$ cat src/rtl/controlpath_pkg.sv
// Shared types and constants for the multi-cycle fetch/execute sequencer.
package controlpath_pkg;

    // Encoding is visible on the debug state port, so values are pinned.
    typedef enum logic [1:0] {
        RST   = 2'd0,
        FETCH = 2'd1,
        EXEC  = 2'd2,
        HALT  = 2'd3
    } state_e;

    localparam int unsigned INSTR_BYTES = 4;

endpackage

$ cat src/rtl/controlpath_seq_pc_unit.sv
// PC/NPC registers with next-address selection and halt-address compare.
module pc_unit
    import controlpath_pkg::*;
#(
    parameter logic [31:0] RESET_VECTOR = 32'hBFC0_0000,
    parameter logic [31:0] HALT_ADDR    = 32'h0000_0000,
    parameter bit          DELAY_SLOT   = 1'b1
) (
    input  logic        clk_i,
    input  logic        rst_ni,
    input  logic        commit_i,
    input  logic        branch_valid_i,
    input  logic [31:0] branch_target_i,
    output logic [31:0] pc_o,
    output logic        halt_o
);

    logic [31:0] pc_q, pc_d;
    logic [31:0] npc_q, npc_d;
    logic [31:0] redirect;

    always_comb begin
        pc_d     = pc_q;
        npc_d    = npc_q;
        redirect = branch_valid_i ? branch_target_i : npc_q;
        if (commit_i) begin
            if (DELAY_SLOT) begin
                // Delay slot: the instruction after the branch runs before the target.
                pc_d  = npc_q;
                npc_d = branch_valid_i ? branch_target_i : npc_q + 32'(INSTR_BYTES);
            end else begin
                pc_d  = redirect;
                npc_d = redirect + 32'(INSTR_BYTES);
            end
        end
    end

    always_ff @(posedge clk_i or negedge rst_ni) begin
        if (!rst_ni) begin
            pc_q  <= RESET_VECTOR;
            npc_q <= RESET_VECTOR + 32'(INSTR_BYTES);
        end else begin
            pc_q  <= pc_d;
            npc_q <= npc_d;
        end
    end

    assign pc_o   = pc_q;
    assign halt_o = commit_i && (pc_d == HALT_ADDR);

endmodule

$ cat src/rtl/controlpath_seq.sv
// Fetch/execute sequencer: owns the state machine, instruction register and halt detection.
module controlpath_seq
    import controlpath_pkg::*;
#(
    parameter logic [31:0] RESET_VECTOR = 32'hBFC0_0000,
    parameter logic [31:0] HALT_ADDR    = 32'h0000_0000,
    parameter bit          DELAY_SLOT   = 1'b1
) (
    input  logic        clk,
    input  logic        reset,
    output logic [31:0] instr_address,
    output logic        instr_read,
    input  logic        instr_waitrequest,
    input  logic [31:0] instr_readdata,
    output logic [31:0] ir,
    output logic        exec,
    input  logic        data_stall,
    input  logic        branch_valid,
    input  logic [31:0] branch_target,
    output logic        active,
    output logic        finish,
    output logic [1:0]  state
);

    state_e      state_q, state_d;
    logic [31:0] ir_q, ir_d;
    logic [31:0] pc;
    logic        commit;
    logic        halt_next;

    assign commit = (state_q == EXEC) && !data_stall;

    pc_unit #(
        .RESET_VECTOR (RESET_VECTOR),
        .HALT_ADDR    (HALT_ADDR),
        .DELAY_SLOT   (DELAY_SLOT)
    ) u_pc_unit (
        .clk_i           (clk),
        .rst_ni          (reset),
        .commit_i        (commit),
        .branch_valid_i  (branch_valid),
        .branch_target_i (branch_target),
        .pc_o            (pc),
        .halt_o          (halt_next)
    );

    always_ff @(posedge clk or negedge reset) begin
        if (!reset) begin
            state_q <= RST;
            ir_q    <= '0;
        end else begin
            state_q <= state_d;
            ir_q    <= ir_d;
        end
    end

    always_comb begin
        state_d = state_q;
        ir_d    = ir_q;
        unique case (state_q)
            RST:   state_d = FETCH;
            FETCH: begin
                if (!instr_waitrequest) begin
                    ir_d    = instr_readdata;
                    state_d = EXEC;
                end
            end
            EXEC: begin
                if (commit) begin
                    state_d = halt_next ? HALT : FETCH;
                end
            end
            HALT:  state_d = HALT;
            default: state_d = RST;
        endcase
    end

    // All outputs decode registered state only, so none follow input glitches.
    always_comb begin
        instr_read    = (state_q == FETCH);
        exec          = (state_q == EXEC);
        active        = (state_q == FETCH) || (state_q == EXEC);
        finish        = (state_q == HALT);
        instr_address = (state_q == HALT) ? HALT_ADDR : pc;
        ir            = ir_q;
        state         = state_q;
    end

endmodule

$ cat config.mk
export PLATFORM = sky130hd
export DESIGN_NAME = controlpath_seq
export DESIGN_NICKNAME = d
export VERILOG_FILES = /design/src/rtl/controlpath_pkg.sv /design/src/rtl/controlpath_seq_pc_unit.sv /design/src/rtl/controlpath_seq.sv
export SDC_FILE = /design/constraint.sdc
export NUM_CORES = 1
export LEC_CHECK = 0
export BUFFER_PORTS_ARGS = -buffer_cell sky130_fd_sc_hd__buf_2
export CORE_MARGIN = 4
export CORE_UTILIZATION = 48
export CTS_CLUSTER_SIZE = 24
export DETAILED_ROUTE_END_ITERATION = 10
export HOLD_SLACK_MARGIN = 0.15
export MAX_ROUTING_LAYER = met4
export PLACE_DENSITY = 0.77
export SLEW_MARGIN = 15
export SYNTH_ARGS = -nofsm -noshare
export SYNTH_HDL_FRONTEND = slang
export SYNTH_HIERARCHICAL = 1
export SYNTH_SLANG_ARGS = --single-unit
export TNS_END_PERCENT = 50
$ cat constraint.sdc
create_clock -name clk -period 2.56 [get_ports clk]
set_clock_uncertainty 0.2 [all_clocks]
set_input_delay 0.128 -clock clk [delete_from_list [all_inputs] [get_ports clk]]
set_output_delay 0.128 -clock clk [all_outputs]
set_load 0.02 [all_outputs]
==> run metrics <==
crit path launch type=flop; core area=between 0.01 and 0.015 mm2; nets=764; ANT cells=0; Internal=between 0.004 and 0.005 W; area delta synth->final=40.0%; leak pwr=~3.2 nW; Setup-failing EPs final=0; CTS Root Cell=clkbuf_8; pre-CTS setup slack=-60.4 ps; Highest Clock Rate=between 400 and 500 MHz; htree depth=3; total die area=0.0123 mm2; Period Utilization, post-route=0.956; combinational fraction of design power=0.490; hold crit path type=flop to flop; Unique masters post-synth=49; Yosys warning count=6; crit path time final=about 2400 ps; CP Capture Type=flop; clk buf depth=2; CTS tree=yes; share of layout cells above drive strength 1=0.401; max_slew headroom=0.579; Initial DRT Pass Iterations=5; Final Slew Violations=0; clock latency on the worst-skew pair=360 ps; Reg clk slew, reported paths=about 90 ps; port bufs=approximately 140; dominant cells by area after synthesis=dfrtp_1 39%, dfstp_2 9.8%, mux2_4 8.9%; gr usage total=0.259; antenna violations before repair=0; CP bufs+invs=3; slowest CP cell=dlygate4sd3_1; first-pass GRT wire length=between 20,000 and 30,000 um; ANT nets after route=0; worst vdd ir=about 0.00059 V; Req. time, crit path=between 2000 and 3000 ps; Die Span X=~110 um; Routed met2 length=roughly 7400 um; Num CTS Buffers=9; DR WL/cell=roughly 18 um; Synth top area share=0.389; CP Max Fanout=5; hpwl dp=roughly 10000 um; crit-path max cell delay=roughly 570 ps; Async S/R FF share, synth=1.00; Slew @ Worst Pin=632 ps; Final Cell Area=between 0.007 and 0.008 mm2; leading area contributor after synthesis=dfrtp_1; synthesized area=a little over 0.005 mm2; number of vias in the routed layout=4,664; vias in the first global route=4,785; Post-Route WL=~15,000 um; RSZ-0062 raised after global routing=yes; Arr. time, crit path=approximately 2500 ps; number of flops mapped to enable cells by yosys=0; row count=37; status=completed; pin count of the biggest net entering global routing=50; Mapped Nets=between 500 and 600; Sw Share=0.419; GRT Residual Overflow=0; cells after synthesis=around 460; # DRC=0; Setup CP Type=flop to flop; placer congestion estimate=roughly 0.89; initial detailed-routing violation count=around 400; Clock power frac=0.136; CTS sink count=98; Max-Cap Viols=0; CP cell instances=inv_1 > ha_4 > and2_1 > o21ai_0 > dlygate4sd3_1 > o21ai_0 > dlygate4sd3_1; Net Switching=0.00350 W; M1 WL=around 6600 um; Initial Util=0.493; delay-heaviest family, CP=buffers and inverters; Post-DP Area=about 0.0059 mm2; Synth Flop Type=dfrtp_1; number of vias per cell=5.61; met3 wire len=between 1000 and 1500 um; Post-Syn Area per Cell=11.0 um2; PwrDens=1170 mW/mm2; flops & latches, synth=just under 100; io pins=around 140; most common cell in the netlist=dfrtp_1; Reg power frac=0.375; sequential-to-total area share from yosys stat=0.487; end-of-flow core utilization=0.689; max layer used=met4; setup ws final=between 100 and 150 ps; final hold violations=0; Die Y-Extent=between 100 and 150 um; most frequent cells after synthesis=79 x dfrtp_1, 35 x nor2b_1, 33 x mux2_2
metrics by stage:
step	hold WS [ps]	power [W]	setup TNS, ps	instances
floorplan	-368	0.00557	0	463
global placement	-38.0	0.00676	0	725
detailed placement	-22.7	0.00685	-60.4	725
CTS	301	0.00823	0	829
global route	314	0.00888	-94.2	832
finish	301	0.00835	0	832
worst paths after layout:
path                                         start             endpoint  slack [ps]  cells past startpoint
max in group asynchronous                    reset  u_pc_unit/npc_q[22]         790                      4
min in group asynchronous                    reset               ir[24]         660                      3
worst min register to register  u_pc_unit/pc_o[23]   u_pc_unit/pc_o[23]         300                      2
worst max register to register            state[0]             state[0]         110                      7
worst max-delay path                      state[0]             state[0]         110                      7
worst min-delay path            u_pc_unit/pc_o[23]   u_pc_unit/pc_o[23]         300                      2
repair_timing:
| item | CTS | global route |
|---|---|---|
| buffers inserted | 4 | 3 |
| pin swaps | 0 | 0 |
| gates resized for setup | 1 | 5 |
| endpoints found under the hold margin | 148 | 0 |
| hold buffers | 84 | 0 |
| setup endpoints to repair | 1 | 5 |
flip-flops by register name (all words and copies together), names as in the netlist:
name and count:
ir 32, u_pc_unit/pc_o 32, state 2, u_pc_unit/npc_q 32
cell type report:
| cell class | instances | area, um2 |
|---|---|---|
| inverter | 11 | 41.3 |
| fill | 738 | 3210 |
| clock buffer | 10 | 138 |
| multi-input combinational | 321 | 2410 |
| clock inverter | 6 | 88.8 |
| tap | 136 | 170 |
| sequential | 98 | 2480 |
| timing repair buffer | 250 | 1790 |
cells by family after synthesis:
| logic type | Yosys count | synth area share |
|---|---|---|
| mux | 65 | 0.166 |
| buf+inv | 44 | 0.0460 |
| fa+ha+maj | 4 | 0.00984 |
| simple gates | 164 | 0.185 |
| flops | 98 | 0.487 |
| compound gates | 88 | 0.107 |
cell usage in the layout, fill, tap and decap left out, types with 2 or more instances in the layout:
cell type	count
a31o_2	2
o21ai_0	22
dlygate4sd3_1	84
nor2b_1	34
a31oi_1	2
nand3_1	17
o311ai_0	3
bufinv_16	2
o2bb2ai_1	2
nor2b_4	2
buf_12	3
a21o_1	2
clkbuf_8	10
a21oi_1	28
or4_4	2
buf_6	2
buf_4	24
mux2_2	33
and3_1	6
nor2_1	23
dfstp_2	19
nor3_1	17
nand4_1	12
nor4_2	2
o22ai_1	7
inv_1	11
mux2_4	30
buf_2	137
a311oi_1	4
ha_1	3
a22oi_1	10
dfrtp_1	79
nand2_1	25
nor4b_1	2
nor4_1	12
mux2i_1	2
clkinvlp_4	2
worst register-to-register path: stages, from the launching register on:
cell           delay, ps
dfrtp_1              390
inv_1                 80
ha_4                 180
and2_1               140
o21ai_0              130
dlygate4sd3_1        560
o21ai_0               90
dlygate4sd3_1        570
power by group through the flow:
stage	Clock (W)	Sequential, W	Combinational (W)
finish	0.00113	0.00313	0.00409
floorplan	0	0.00317	0.00240
global placement	0	0.00307	0.00369
detailed placement	0	0.00311	0.00374
global route	0.00122	0.00323	0.00443
CTS	0.00115	0.00308	0.00400
per-layer routing:
| metal | vias to the layer above | GRT usage |
|---|---|---|
| li1 | 2138 | - |
| met1 | 2273 | 0.335 |
| met2 | 232 | 0.407 |
| met3 | 21 | 0.0584 |
| met4 | 0 | 0.0846 |
| met5 | - | - |
Power figures use the tool's default switching activity.
